File: config.mk
export PLATFORM = sky130hd
export DESIGN_NAME = multi_alarm_clock_flat
export DESIGN_NICKNAME = d
export VERILOG_FILES = /design/src/rtl/multi_alarm_clock_if.sv /design/src/rtl/multi_alarm_clock.sv /design/src/flat_wrapper.sv
export SDC_FILE = /design/constraint.sdc
export NUM_CORES = 1
export LEC_CHECK = 0
export CORE_MARGIN = 2
export CORE_UTILIZATION = 54
export CTS_CLUSTER_SIZE = 25
export DETAILED_ROUTE_END_ITERATION = 10
export PLACE_DENSITY = 0.77
export SETUP_SLACK_MARGIN = 0.3
export SYNTH_ARGS = -nofsm -noshare
export SYNTH_HDL_FRONTEND = slang
export SYNTH_SLANG_ARGS = --single-unit
export TNS_END_PERCENT = 30
File: constraint.sdc
create_clock -name clk -period 2.75 [get_ports clk]
set_input_delay 0.4125 -clock clk [delete_from_list [all_inputs] [get_ports clk]]
set_output_delay 0.4125 -clock clk [all_outputs]
set_load 0.02 [all_outputs]
File: src/rtl/multi_alarm_clock_if.sv
// Signal bundle between the switch/key front end and the alarm clock core.
// SNOOZE_EN adds the snooze level input.
interface multi_alarm_clock_if #(
  parameter int NUM_ALARMS = 4,
  parameter int IDX_W      = (NUM_ALARMS > 1) ? $clog2(NUM_ALARMS) : 1
);
  logic                  run;
  logic                  time_set;
  logic                  alarm_set;
  logic                  set_hr;
  logic [IDX_W-1:0]      alarm_idx;
  logic [NUM_ALARMS-1:0] alarm_en;
  logic                  alarm_ack;
`ifdef SNOOZE_EN
  logic                  snooze;
`endif
  logic [5:0]            sec;
  logic [5:0]            min;
  logic [4:0]            hrs;
  logic [5:0]            a_min;
  logic [4:0]            a_hrs;
  logic [NUM_ALARMS-1:0] ringing;
  logic                  alarm_out;
  logic                  tick_1hz;

  modport master (
    output run, time_set, alarm_set, set_hr, alarm_idx, alarm_en, alarm_ack,
`ifdef SNOOZE_EN
    output snooze,
`endif
    input  sec, min, hrs, a_min, a_hrs, ringing, alarm_out, tick_1hz
  );

  modport slave (
    input  run, time_set, alarm_set, set_hr, alarm_idx, alarm_en, alarm_ack,
`ifdef SNOOZE_EN
    input  snooze,
`endif
    output sec, min, hrs, a_min, a_hrs, ringing, alarm_out, tick_1hz
  );
endinterface

File: src/rtl/multi_alarm_clock.sv
// 24-hour clock with NUM_ALARMS alarms, single clock domain with tick enables.
// Optional snooze support is enabled with `define SNOOZE_EN.
module multi_alarm_clock #(
  parameter int CLK_HZ      = 50_000_000,
  parameter int SET_RATE_HZ = 2,
  parameter int NUM_ALARMS  = 4,
  parameter int SNOOZE_MIN  = 5
) (
  input  logic               clk,
  input  logic               reset_n,
  multi_alarm_clock_if.slave bus
);
  localparam int SET_DIV = (CLK_HZ / SET_RATE_HZ > 0) ? CLK_HZ / SET_RATE_HZ : 1;
  localparam int CNT_W   = (CLK_HZ > 1) ? $clog2(CLK_HZ) : 1;
  localparam int SET_W   = (SET_DIV > 1) ? $clog2(SET_DIV) : 1;
  localparam logic [CNT_W-1:0] CNT_LAST = CNT_W'(CLK_HZ - 1);
  localparam logic [SET_W-1:0] SET_LAST = SET_W'(SET_DIV - 1);

  function automatic logic [5:0] inc60(input logic [5:0] v);
    return (v == 6'd59) ? 6'd0 : v + 6'd1;
  endfunction

  function automatic logic [4:0] inc24(input logic [4:0] v);
    return (v == 5'd23) ? 5'd0 : v + 5'd1;
  endfunction

  logic [CNT_W-1:0]      cnt_q;
  logic [SET_W-1:0]      set_cnt_q;
  logic                  tick, set_tick, rollover, idx_ok;
  logic [5:0]            sec_q, sec_d, min_q, min_d, a_min_q, a_min_d;
  logic [4:0]            hrs_q, hrs_d, a_hrs_q, a_hrs_d;
  logic [5:0]            al_min_q [NUM_ALARMS];
  logic [5:0]            al_min_d [NUM_ALARMS];
  logic [4:0]            al_hrs_q [NUM_ALARMS];
  logic [4:0]            al_hrs_d [NUM_ALARMS];
  logic [NUM_ALARMS-1:0] match_q, match_d, ring_q, ring_d;
  logic                  alarm_out_q, tick_q;
`ifdef SNOOZE_EN
  logic [NUM_ALARMS-1:0] pend_q, pend_d;
  logic [5:0]            snz_min_q [NUM_ALARMS];
  logic [5:0]            snz_min_d [NUM_ALARMS];
  logic [4:0]            snz_hrs_q [NUM_ALARMS];
  logic [4:0]            snz_hrs_d [NUM_ALARMS];
  logic [6:0]            snz_sum;
  logic [5:0]            tgt_min;
  logic [4:0]            tgt_hrs;
`endif

  assign tick     = (cnt_q == CNT_LAST);
  assign set_tick = (set_cnt_q == SET_LAST);
  assign idx_ok   = int'(bus.alarm_idx) < NUM_ALARMS;

`ifdef SNOOZE_EN
  // Snooze target is taken from the time currently on display, wrapped over midnight.
  assign snz_sum = {1'b0, min_q} + 7'(SNOOZE_MIN);
  assign tgt_min = (snz_sum >= 7'd60) ? 6'(snz_sum - 7'd60) : snz_sum[5:0];
  assign tgt_hrs = (snz_sum >= 7'd60) ? inc24(hrs_q) : hrs_q;
`endif

  // NOTE: every signal written here gets a default first, so no path leaves it unassigned and no latch is inferred.
  always_comb begin
    sec_d    = sec_q;
    min_d    = min_q;
    hrs_d    = hrs_q;
    al_min_d = al_min_q;
    al_hrs_d = al_hrs_q;
    rollover = 1'b0;
    match_d  = '0;
    ring_d   = ring_q;
`ifdef SNOOZE_EN
    pend_d    = pend_q;
    snz_min_d = snz_min_q;
    snz_hrs_d = snz_hrs_q;
`endif

    if (bus.time_set) begin
      sec_d = 6'd0;
      if (set_tick) begin
        if (bus.set_hr) hrs_d = inc24(hrs_q);
        else            min_d = inc60(min_q);
      end
    end else begin
      if (bus.alarm_set && set_tick && idx_ok) begin
        if (bus.set_hr) al_hrs_d[bus.alarm_idx] = inc24(al_hrs_q[bus.alarm_idx]);
        else            al_min_d[bus.alarm_idx] = inc60(al_min_q[bus.alarm_idx]);
      end
      if (bus.run && tick) begin
        sec_d = inc60(sec_q);
        if (sec_q == 6'd59) begin
          rollover = 1'b1;
          min_d    = inc60(min_q);
          if (min_q == 6'd59) hrs_d = inc24(hrs_q);
        end
      end
    end

    for (int i = 0; i < NUM_ALARMS; i++) begin
      match_d[i] = bus.alarm_en[i] && rollover &&
                   al_min_q[i] == min_d && al_hrs_q[i] == hrs_d;
`ifdef SNOOZE_EN
      if (bus.alarm_en[i] && rollover && pend_q[i] &&
          snz_min_q[i] == min_d && snz_hrs_q[i] == hrs_d) begin
        match_d[i] = 1'b1;
        pend_d[i]  = 1'b0;
      end
`endif
      // Ack clears everything, but a match registered last cycle still lands.
      if (bus.alarm_ack) begin
        ring_d[i] = 1'b0;
`ifdef SNOOZE_EN
        pend_d[i] = 1'b0;
      end else if (bus.snooze && ring_q[i]) begin
        ring_d[i]    = 1'b0;
        pend_d[i]    = 1'b1;
        snz_min_d[i] = tgt_min;
        snz_hrs_d[i] = tgt_hrs;
`endif
      end
      if (match_q[i]) ring_d[i] = 1'b1;
      if (!bus.alarm_en[i]) begin
        ring_d[i] = 1'b0;
`ifdef SNOOZE_EN
        pend_d[i] = 1'b0;
`endif
      end
    end

    a_min_d = idx_ok ? al_min_d[bus.alarm_idx] : 6'd0;
    a_hrs_d = idx_ok ? al_hrs_d[bus.alarm_idx] : 5'd0;
  end

  // NOTE: sequential state uses non-blocking assignments so every flop samples pre-edge values.
  always_ff @(posedge clk or negedge reset_n) begin
    if (!reset_n) begin
      cnt_q       <= '0;
      set_cnt_q   <= '0;
      sec_q       <= '0;
      min_q       <= '0;
      hrs_q       <= '0;
      a_min_q     <= '0;
      a_hrs_q     <= '0;
      match_q     <= '0;
      ring_q      <= '0;
      alarm_out_q <= 1'b0;
      tick_q      <= 1'b0;
      // NOTE: the alarm table is a handful of flops that must read 00:00 after reset, so it is reset like any register.
      for (int i = 0; i < NUM_ALARMS; i++) begin
        al_min_q[i] <= '0;
        al_hrs_q[i] <= '0;
`ifdef SNOOZE_EN
        snz_min_q[i] <= '0;
        snz_hrs_q[i] <= '0;
`endif
      end
`ifdef SNOOZE_EN
      pend_q <= '0;
`endif
    end else begin
      cnt_q       <= tick ? '0 : cnt_q + 1'b1;
      set_cnt_q   <= set_tick ? '0 : set_cnt_q + 1'b1;
      tick_q      <= tick;
      sec_q       <= sec_d;
      min_q       <= min_d;
      hrs_q       <= hrs_d;
      al_min_q    <= al_min_d;
      al_hrs_q    <= al_hrs_d;
      a_min_q     <= a_min_d;
      a_hrs_q     <= a_hrs_d;
      match_q     <= match_d;
      ring_q      <= ring_d;
      alarm_out_q <= |ring_d;
`ifdef SNOOZE_EN
      pend_q    <= pend_d;
      snz_min_q <= snz_min_d;
      snz_hrs_q <= snz_hrs_d;
`endif
    end
  end

  assign bus.sec       = sec_q;
  assign bus.min       = min_q;
  assign bus.hrs       = hrs_q;
  assign bus.a_min     = a_min_q;
  assign bus.a_hrs     = a_hrs_q;
  assign bus.ringing   = ring_q;
  assign bus.alarm_out = alarm_out_q;
  assign bus.tick_1hz  = tick_q;
endmodule

File: src/flat_wrapper.sv
// flat-port wrapper written by rule: the top's interface ports become plain ports
module multi_alarm_clock_flat 
#(
  parameter int CLK_HZ      = 50_000_000,
  parameter int SET_RATE_HZ = 2,
  parameter int NUM_ALARMS  = 4,
  parameter int SNOOZE_MIN  = 5
)
  (clk, reset_n, bus_run, bus_time_set, bus_alarm_set, bus_set_hr, bus_alarm_idx, bus_alarm_en, bus_alarm_ack, bus_sec, bus_min, bus_hrs, bus_a_min, bus_a_hrs, bus_ringing, bus_alarm_out, bus_tick_1hz);
  multi_alarm_clock_if #(.NUM_ALARMS(NUM_ALARMS)) bus_i ();
  input  logic clk;
  input  logic reset_n;
  input wire logic [$bits(bus_i.run)-1:0] bus_run;
  input wire logic [$bits(bus_i.time_set)-1:0] bus_time_set;
  input wire logic [$bits(bus_i.alarm_set)-1:0] bus_alarm_set;
  input wire logic [$bits(bus_i.set_hr)-1:0] bus_set_hr;
  input wire logic [$bits(bus_i.alarm_idx)-1:0] bus_alarm_idx;
  input wire logic [$bits(bus_i.alarm_en)-1:0] bus_alarm_en;
  input wire logic [$bits(bus_i.alarm_ack)-1:0] bus_alarm_ack;
  output wire logic [$bits(bus_i.sec)-1:0] bus_sec;
  output wire logic [$bits(bus_i.min)-1:0] bus_min;
  output wire logic [$bits(bus_i.hrs)-1:0] bus_hrs;
  output wire logic [$bits(bus_i.a_min)-1:0] bus_a_min;
  output wire logic [$bits(bus_i.a_hrs)-1:0] bus_a_hrs;
  output wire logic [$bits(bus_i.ringing)-1:0] bus_ringing;
  output wire logic [$bits(bus_i.alarm_out)-1:0] bus_alarm_out;
  output wire logic [$bits(bus_i.tick_1hz)-1:0] bus_tick_1hz;
  assign bus_i.run = bus_run;
  assign bus_i.time_set = bus_time_set;
  assign bus_i.alarm_set = bus_alarm_set;
  assign bus_i.set_hr = bus_set_hr;
  assign bus_i.alarm_idx = bus_alarm_idx;
  assign bus_i.alarm_en = bus_alarm_en;
  assign bus_i.alarm_ack = bus_alarm_ack;
  assign bus_sec = bus_i.sec;
  assign bus_min = bus_i.min;
  assign bus_hrs = bus_i.hrs;
  assign bus_a_min = bus_i.a_min;
  assign bus_a_hrs = bus_i.a_hrs;
  assign bus_ringing = bus_i.ringing;
  assign bus_alarm_out = bus_i.alarm_out;
  assign bus_tick_1hz = bus_i.tick_1hz;
  multi_alarm_clock #(.CLK_HZ(CLK_HZ), .SET_RATE_HZ(SET_RATE_HZ), .NUM_ALARMS(NUM_ALARMS), .SNOOZE_MIN(SNOOZE_MIN)) u_core (.clk(clk), .reset_n(reset_n), .bus(bus_i));
endmodule
# [Word level (Yosys, flattened, before mapping)]
# Index checks and enable logic that the tools add are counted.
# W data, S select, Z words.
[word_totals] ff_bits=133
[classes] addsub=7 order_cmp=2 eq_ne=15 mux=59 bitwise_logic=1 n_reduce_logical=17
[op_table] op="$mux W6" n=15
[op_table] op="$mux W24" n=3
[op_table] op="$mux W5" n=13
[op_table] op="$mux W20" n=3
[op_table] op="$add A26 B1 Y26 const B" n=1
[op_table] op="$eq A26 B26 Y1 const B" n=1
[op_table] op="$mux W26" n=1
[op_table] op="$add A25 B1 Y25 const B" n=1
[op_table] op="$eq A25 B25 Y1 const B" n=1
[op_table] op="$mux W25" n=1
[op_table] op="$bmux W6 S2" n=2
[op_table] op="$bwmux W24" n=1
[op_table] op="$eq A6 B6 Y1" n=4
[op_table] op="$bmux W5 S2" n=2
[op_table] op="$bwmux W20" n=1
[op_table] op="$eq A5 B5 Y1" n=4
[op_table] op="$add A6 B1 Y6 const B" n=3
[op_table] op="$eq A6 B6 Y1 const B" n=3
[op_table] op="$logic_and A1 B1 Y1" n=15
[op_table] op="$mux W1" n=15
[op_table] op="$demux W6 S2" n=1
[op_table] op="$add A5 B1 Y5 const B" n=2
[op_table] op="$demux W5 S2" n=1
[op_table] op="$eq A5 B5 Y1 const B" n=2
[op_table] op="other kinds (5)" n=5

# [Longest topological paths before layout]
# Gate-level depths: netlist of the first run.
[logic_depth] ltp_word=13 mapped_depth=11 ltp_nobuf=9

# [Worst setup path after synthesis of the first run]
# Ideal clock, no wire load.
[synth_timing] kind="input -> register" startpoint="input bus_alarm_idx[0]" endpoint="register u_core.a_min_q[2], in the netlist u_core.bus.a_min[2]" setup_time_ps=138 arrival_time_ps=2815 t_required_ps=2612 path_slack_ps=-203 path_stages=8 cell_sequence="clkbuf_1 clkbuf_1 mux4_2 ha_1 nor2b_1 o21bai_1 o21ai_0 mux4_2"
[synth_rtl] item="from (decl)" line_no="flat_wrapper.sv:17" text="input wire logic [$bits(bus_i.alarm_idx)-1:0] bus_alarm_idx;"
[synth_rtl] item="to (signal assigned)" line_no="multi_alarm_clock.sv:167" text="a_min_q <= a_min_d;"
[synth_rtl] item="to (decl)" line_no="multi_alarm_clock.sv:30" text="logic [5:0] sec_q, sec_d, min_q, min_d, a_min_q, a_min_d;"

# [Final worst setup path of the first run]
[layout_timing] startpoint="register u_core.set_cnt_q[15]" endpoint="register u_core.match_q[1]"
[layout_between] elab_chain_len=6
[layout_rtl] item="from (decl)" line_no="multi_alarm_clock.sv:28" text="logic [SET_W-1:0] set_cnt_q;"
[layout_rtl] item="from (signal assigned)" line_no="multi_alarm_clock.sv:160" text="set_cnt_q <= set_tick ? '0 : set_cnt_q + 1'b1;"
[layout_rtl] item="$eq A25 B25 Y1 *" line_no="multi_alarm_clock.sv:50" text="assign set_tick = (set_cnt_q == SET_LAST);"
[layout_rtl] item="$mux W6" line_no="multi_alarm_clock.sv:78" text="if (set_tick) begin"
[layout_rtl] item="$mux W6" line_no="multi_alarm_clock.sv:76" text="if (bus.time_set) begin"
[layout_rtl] item="$eq A6 B6 Y1" line_no="multi_alarm_clock.sv:99" text="al_min_q[i] == min_d && al_hrs_q[i] == hrs_d;"
[layout_rtl] item="$logic_and A1 B1 Y1" line_no="multi_alarm_clock.sv:98" text="match_d[i] = bus.alarm_en[i] && rollover &&"
[layout_rtl] item="$logic_and A1 B1 Y1 *" line_no="multi_alarm_clock.sv:99"
[layout_rtl] item="net u_core.match_d[1]" line_no="multi_alarm_clock.sv:36" text="logic [NUM_ALARMS-1:0] match_q, match_d, ring_q, ring_d;"
[layout_rtl] item="to (signal assigned)" line_no="multi_alarm_clock.sv:169" text="match_q <= match_d;"
[layout_rtl] item="to (decl)" line_no="multi_alarm_clock.sv:36"
# The timed path passes the listed nets; every way through them passes the cells marked *.
# A chain may end at the register's enable or synchronous reset.

==> flow_summary.ini, run 1 <==
[outcome]
status = finished with violations
violations = negative setup slack

[worst_setup_path]
crit_fanout = 5
endpoint_kind = flip-flop
worstPathCellList = nor4_4 > and4_4 > buf_4 > nand4_1 > a21boi_1 > mux2i_2 > buf_4 > xor2_1 > o2111ai_1 > nor4b_2
timing.critical_path.buf_inv = 2
crit_slowest_cell = dfrtp_1
arrival_ns = 3.13
crit_required_ns = 3.08
cp_top_family = simple AND/OR/NAND/NOR gates
r2r_end = u_core.match_q[1]
path_class = reg2reg
crit_path_frequent_cell = buf_4
reg2regPathDepth = 10
slowest_delay_ns = 0.41
cp-start-kind = flip-flop
r2r_slack_ns = -0.05
r2r_start = u_core.set_cnt_q[15]

[worst_hold_path]
min_from = u_core.set_cnt_q[24]
hold_depth = 1
min_to = u_core.set_cnt_q[24]
worstHoldPathType = reg2reg

[sta]
tightestPinTransition_ns = 0.540
fin_crit_sh_pct = 102
fin_skew_ns = 0.00836
finalSetupViolCount = 1
fin_crit_ns = 2.80
hold_viol = 0
slew_headroom_pct = 64.0
rsz0062_at_grt = true
max_freq_ghz = 0.358
setup_slack_ns = -0.0452
maxSlewViolCount = 0
tns_ns = -0.0452

[power]
p_per_area_nw_per_um2 = 462
p_clk_share_pct = 51.1
seqPwrFrac_pct = 46.2
switchingPower_mw = 0.888
p_int_mw = 3.35
ir_drop_v = 0.000450
switching_share_pct = 21.0
p_comb_share_pct = 2.6
p_leak_nw = 4.10

[yosys]
yosysWarnings = 0
syn_area_sq_um = 7040
synth_xor_area_share_pct = 11.0
ys_seq_area_share_pct = 47.3
synth_compound_area_share_pct = 10.3
synth-seq-cells = 133
netlist_instances = 694
yosys.cell_types.count = 64
synth_edf_count = 0
synth-async-reset-ratio_pct = 100
synth_nets = 714
synth.area.mux_share_pct = 6.62
synth_top_family_by_area = simple AND/OR/NAND/NOR gates
avgSynthCellArea_sq_um = 10.1
yosys.area_share.simple_pct = 21.1
yosys.area_share.adder_pct = 1.24
ys.flop_type = dfrtp_1

[finish]
finalCoreUtilization_pct = 72.3
multiInputGateArea_sq_um = 3750
n_fill_cell = 861
antennaDiodeCount = 0
areaGrowthSynthToFinish_pct = 30.2
layout.nets = 855
drive_gt1_share_pct = 23.6
regArea_sq_um = 3330

[clock_tree]
cts_tree = done
clk_pin_slew_ns = 0.05
clk_latency_ns = 0.43
htreeDepth = 4
cts.sinks = 133
numCtsBuffers = 17
clk_path_buf_depth = 2
root_buffer = clkbuf_16

[die]
die_h_um = 118
fp-row-count = 41
die_width_um = 118
start_util_pct = 55.5
core_sq_um = 12700
dieArea_sq_um = 14000
num_io_pins = 47

[global_routing]
track_usage_pct = 26.7
grt_pass1_wl_mm = 29.6
grt_max_degree = 53
first_global_vias = 6038
overflow = 0
antenna_found_initial = 0

[drt]
drc = 0
vias = 5832
drt_first_pass_iters = 5
vias_per_cell = 5.73
wire_per_inst_um = 17.7
antenna_left = 0
wirelength_mm = 18.0
first_iter_violations = 428

[flow_run]
drv_cap = 0

[placement]
io_buffer_count = 46
dpl.hpwl_mm = 12.4
gp_congestion = 0.898
==> area by class of cell <==
type / count / share of cell area, %
Timing Repair Buffer: 144 / 13.6
Inverter: 18 / 0.737
Clock inverter: 4 / 0.492
Multi-Input combinational cell: 521 / 40.9
Sequential cell: 133 / 36.4
Clock buffer: 26 / 5.56
Tap cell: 172 / 2.35
==> stage by stage <==
stage | hold slack (ns) | area (sq um) | power, mW | instances | setup WS (ns)
3_5_place_dp | 0.420 | 8280 | 2.10 | 972 | -0.319
3_3_place_gp | 0.412 | 8280 | 2.10 | 972 | -0.204
4_1_cts | 0.471 | 9000 | 4.25 | 1015 | 0.0317
2_1_floorplan | 0.117 | 7090 | 2.02 | 694 | 0.0416
5_1_grt | 0.501 | 9160 | 4.35 | 1018 | -0.150
6_report | 0.474 | 9160 | 4.24 | 1018 | -0.0452
==> Yosys cell counts, types with 3 or more instances <==
cell | instances | area, sq um
a21boi_0 | 3 | 22.5
nand4_1 | 18 | 113
nor2b_1 | 12 | 75.1
mux2i_2 | 3 | 41.3
mux2_2 | 4 | 45.0
xor2_1 | 51 | 447
or3_1 | 6 | 37.5
and2_1 | 9 | 56.3
or4_1 | 3 | 22.5
ha_1 | 7 | 87.6
a211oi_1 | 4 | 30.0
buf_2 | 6 | 30.0
clkbuf_1 | 13 | 48.8
mux4_2 | 15 | 338
a32oi_1 | 3 | 26.3
dfrtp_1 | 133 | 3330
o21ai_0 | 56 | 280
nand2_1 | 88 | 330
o21a_1 | 5 | 37.5
o2111ai_1 | 3 | 26.3
nand3_1 | 28 | 140
o31ai_1 | 3 | 22.5
and4_1 | 6 | 52.6
xnor2_1 | 37 | 324
inv_1 | 18 | 67.6
nand3b_1 | 4 | 30.0
mux2i_1 | 3 | 30.0
nor2_1 | 52 | 195
and3_1 | 19 | 119
a21oi_1 | 16 | 80.1
nor3_1 | 9 | 45.0
nand2b_1 | 3 | 18.8
o21ai_1 | 9 | 45.0
a31oi_1 | 6 | 37.5
==> power by group through the flow <==
stage / registers [mW] / logic [mW] / clock network [mW]
final: 1.96 / 0.112 / 2.17
after global routing: 1.96 / 0.125 / 2.27
after CTS: 1.96 / 0.112 / 2.18
after detailed placement: 1.99 / 0.111 / 0
after global placement: 1.99 / 0.108 / 0
after floorplan: 1.99 / 0.0272 / 0
==> cell families (layout without fill, tap and decap cells) <==
| family | Yosys count | in the layout |
|---|---|---|
| adders and majority gates | 7 | 7 |
| DFF | 133 | 133 |
| buffers and inverters | 40 | 192 |
| and+or+nand+nor | 279 | 279 |
| muxes | 26 | 26 |
| xor gates and xnor gates | 88 | 88 |
| AOI/OAI and AO/OA | 121 | 121 |
==> worst max path at each step <==
stage                          from             endpoint  slack, ns  cells past startpoint
6_report       u_core.set_cnt_q[15]    u_core.match_q[1]      -0.05                     10
5_1_grt        u_core.set_cnt_q[15]    u_core.match_q[1]      -0.15                     10
4_1_cts        u_core.set_cnt_q[15]  u_core.bus.a_min[0]       0.03                      8
3_5_place_dp       bus_alarm_idx[0]  u_core.bus.a_min[0]      -0.32                      9
3_3_place_gp       bus_alarm_idx[0]  u_core.bus.a_min[2]      -0.20                      8
2_1_floorplan   u_core.set_cnt_q[0]  u_core.bus.a_min[4]       0.04                     10
==> layout by cell type (no fill, tap or decap), types with 6 or more instances in the layout <==
master	netlist	layout
xnor2_1	37	37
nand2_2	0	6
o21ai_2	0	6
nand2_1	88	82
inv_1	18	18
mux4_2	15	15
and3_1	19	18
clkdlybuf4s50_1	0	45
o21ai_0	56	51
dfrtp_1	133	129
and2_1	9	9
buf_6	2	8
nor2b_1	12	12
nor3_1	9	6
buf_4	0	88
clkbuf_16	0	17
a31oi_1	6	6
nand4_1	18	18
nand3_1	28	27
nor2_1	52	48
o21ai_1	9	7
a21oi_1	16	16
xor2_1	51	51
==> routing by layer <==
layer	track usage, %	wire, um	vias to the layer above	part of all wire [%]
li1	-	-	2754	-
met1	34.1	7670	2861	43
met2	44.1	8890	184	49
met3	5.21	975	33	5.4
met4	12.3	458	0	2.5
met5	0	0	-	0
==> what timing repair did <==
action | 4_1_cts | 5_1_grt
setup endpoints to repair | 20 | 47
hold endpoints to repair | 36 | 0
resized for setup | 22 | 37
pin swaps | 17 | 5
hold buffers | 1 | 0
buffers inserted | 12 | 3
==> sequential cells by signal (all words and copies together), names as in the netlist <==
signal / flops
u_core.al_hrs_q: 20
u_core.bus.a_hrs: 5
u_core.set_cnt_q: 25
u_core.bus.a_min: 6
u_core.match_q: 4
u_core.bus.hrs: 5
u_core.al_min_q: 24
u_core.cnt_q: 26
u_core.bus.sec: 6
u_core.bus.min: 6
u_core.bus.alarm_out: 1
u_core.bus.ringing: 4
u_core.bus.tick_1hz: 1
(Power assumes the default switching activity.)
==> run 2, diff against run 1 <==
- SLEW_MARGIN: default -> 20
==> results of run 2 <==
Same layout as run 1: the final DEF is identical, and so are final timing and power.
==> run 3, diff against run 2 <==
- CORE_UTILIZATION: 54 -> 56
- CTS_BUF_LIST: default -> sky130_fd_sc_hd__clkbuf_8
- PLACE_DENSITY: 0.77 -> 0.79
==> flow_summary.ini, run 3 (synthesis results as in run 1) <==
[outcome]
status = finished with violations
violations = negative hold slack, negative setup slack

[sta]
timing.hold.ws_ns = -0.00846
fin_skew_ns = 0.0121
fin_crit_ns = 2.76
maxSlewViolCount = 0
hold_viol = 8
tightestPinTransition_ns = 0.693
setup_slack_ns = -0.0125
max_freq_ghz = 0.362
fin_crit_sh_pct = 100
slew_headroom_pct = 53.8
finalSetupViolCount = 2
rsz0062_at_grt = true

[die]
die_width_um = 116
core_sq_um = 12200
die_h_um = 116
dieArea_sq_um = 13500
fp-row-count = 40
start_util_pct = 57.8
num_io_pins = 47

[power]
power.total_mw = 3.48
p_int_mw = 2.68
p_leak_nw = 4.01
switchingPower_mw = 0.792
p_per_area_nw_per_um2 = 389
switching_share_pct = 22.8
seqPwrFrac_pct = 56.3
p_clk_share_pct = 40.7
p_comb_share_pct = 3.1
ir_drop_v = 0.000281

[finish]
largest_reg_flops = 26
layout.nets = 850
finalCoreUtilization_pct = 73.5
areaGrowthSynthToFinish_pct = 27.1
top_regs = u_core.cnt_q (26), u_core.set_cnt_q (25), u_core.al_min_q (24)
regArea_sq_um = 3330
fin_area_sq_um = 8940
layout_commonest_cell = dfrtp_1
top_register = u_core.cnt_q
final_cell_mix = dfrtp_1 (129), buf_4 (88), nand2_1 (85)
multiInputGateArea_sq_um = 3820
drive_gt1_share_pct = 24.2
antennaDiodeCount = 0
n_fill_cell = 862

[placement]
gp_congestion = 0.892
placed_area_sq_um = 8230
place_ws_ns = -0.296
dpl.hpwl_mm = 12.4
io_buffer_count = 46

[drt]
antenna_left = 0
vias = 5854
drc = 0
wire_per_inst_um = 17.9
drt_first_pass_iters = 6
first_iter_violations = 478
wirelength_mm = 18.1
vias_per_cell = 5.80

[worst_setup_path]
arrival_ns = 3.09
cp-start-kind = flip-flop
crit_fanout = 7
crit_required_ns = 3.08
endpoint_kind = flip-flop
path_class = reg2reg

[clock_tree]
cts.sinks = 133
numCtsBuffers = 17
cts_tree = done
clk_path_buf_depth = 2
clk_pin_slew_ns = 0.08
clk_latency_ns = 0.46
root_buffer = clkbuf_8
htreeDepth = 4

[flow_run]
drv_cap = 0

[global_routing]
grt_max_degree = 57
antenna_found_initial = 0
grt_pass1_wl_mm = 28.8
first_global_vias = 5806
overflow = 0
track_usage_pct = 27.9

[worst_hold_path]
worstHoldPathType = in2async
[run 3: cell types whose count changed in the layout (fill, tap and decap cells not counted), sizes merged]
cell         delta
inv             +5
bufinv          -1
clkbuf          -5
dlygate4sd3     -1
clkinv          +2
buf             -4
[run 3: area by class of cell]
cell class,count,area share (%)
Inverter,18,0.756
Tap cell,168,2.35
Multi-Input combinational cell,521,42.7
Clock inverter,10,0.490
Clock buffer,21,3.23
Timing Repair Buffer,139,13.2
Sequential cell,133,37.3
[run 3: power by group through the flow]
stage	combinational [mW]	clock [mW]	sequential (mW)
after floorplan	0.0272	0	1.99
after global placement	0.105	0	1.99
after detailed placement	0.108	0	1.99
after CTS	0.108	1.43	1.96
after global routing	0.121	1.51	1.95
final	0.107	1.41	1.96
[run 3: worst max-delay path, stage by stage (launching register included)]
cell	delay, ns
dfrtp_1	0.42
nor4_4	0.31
and4_4	0.27
and3_4	0.20
nand4bb_4	0.16
or4b_4	0.63
nand2_1	0.09
o21ai_1	0.08
mux4_2	0.46
[run 3: final timing paths]
kind                       slack [ns]                start                   to  cells after the start
max                             -0.01  u_core.set_cnt_q[7]  u_core.bus.a_min[4]                      8
min                            -0.008              reset_n     u_core.cnt_q[21]                      1
max reg2reg                     -0.01  u_core.set_cnt_q[7]  u_core.bus.a_min[4]                      8
min reg2reg                      0.48      u_core.cnt_q[0]      u_core.cnt_q[0]                      1
max in group asynchronous        1.93              reset_n  u_core.al_hrs_q[18]                      2
min in group clk                 0.48      u_core.cnt_q[0]      u_core.cnt_q[0]                      1
[run 3: per-stage QoR]
stage | cells | setup TNS (ns)
4_1_cts | 1002 | 0
3_3_place_gp | 964 | -1.03
6_report | 1010 | -0.0144
2_1_floorplan | 694 | 0
3_5_place_dp | 964 | -2.13
5_1_grt | 1010 | -0.214
[run 3: layer usage]
metal,share of wire [%],vias up,track usage (%)
met5,0,-,0
met2,50,203,45.1
li1,-,2730,-
met4,1.9,0,10.4
met3,5.8,29,5.39
met1,42,2892,37.8
[run 3: timing repair]
action	in CTS	in global routing
setup buffers	7	8
hold endpoints to repair	0	0
endpoints found under the setup margin	15	42
resized for setup	7	55
pin swaps	10	27
hold buffers	0	0
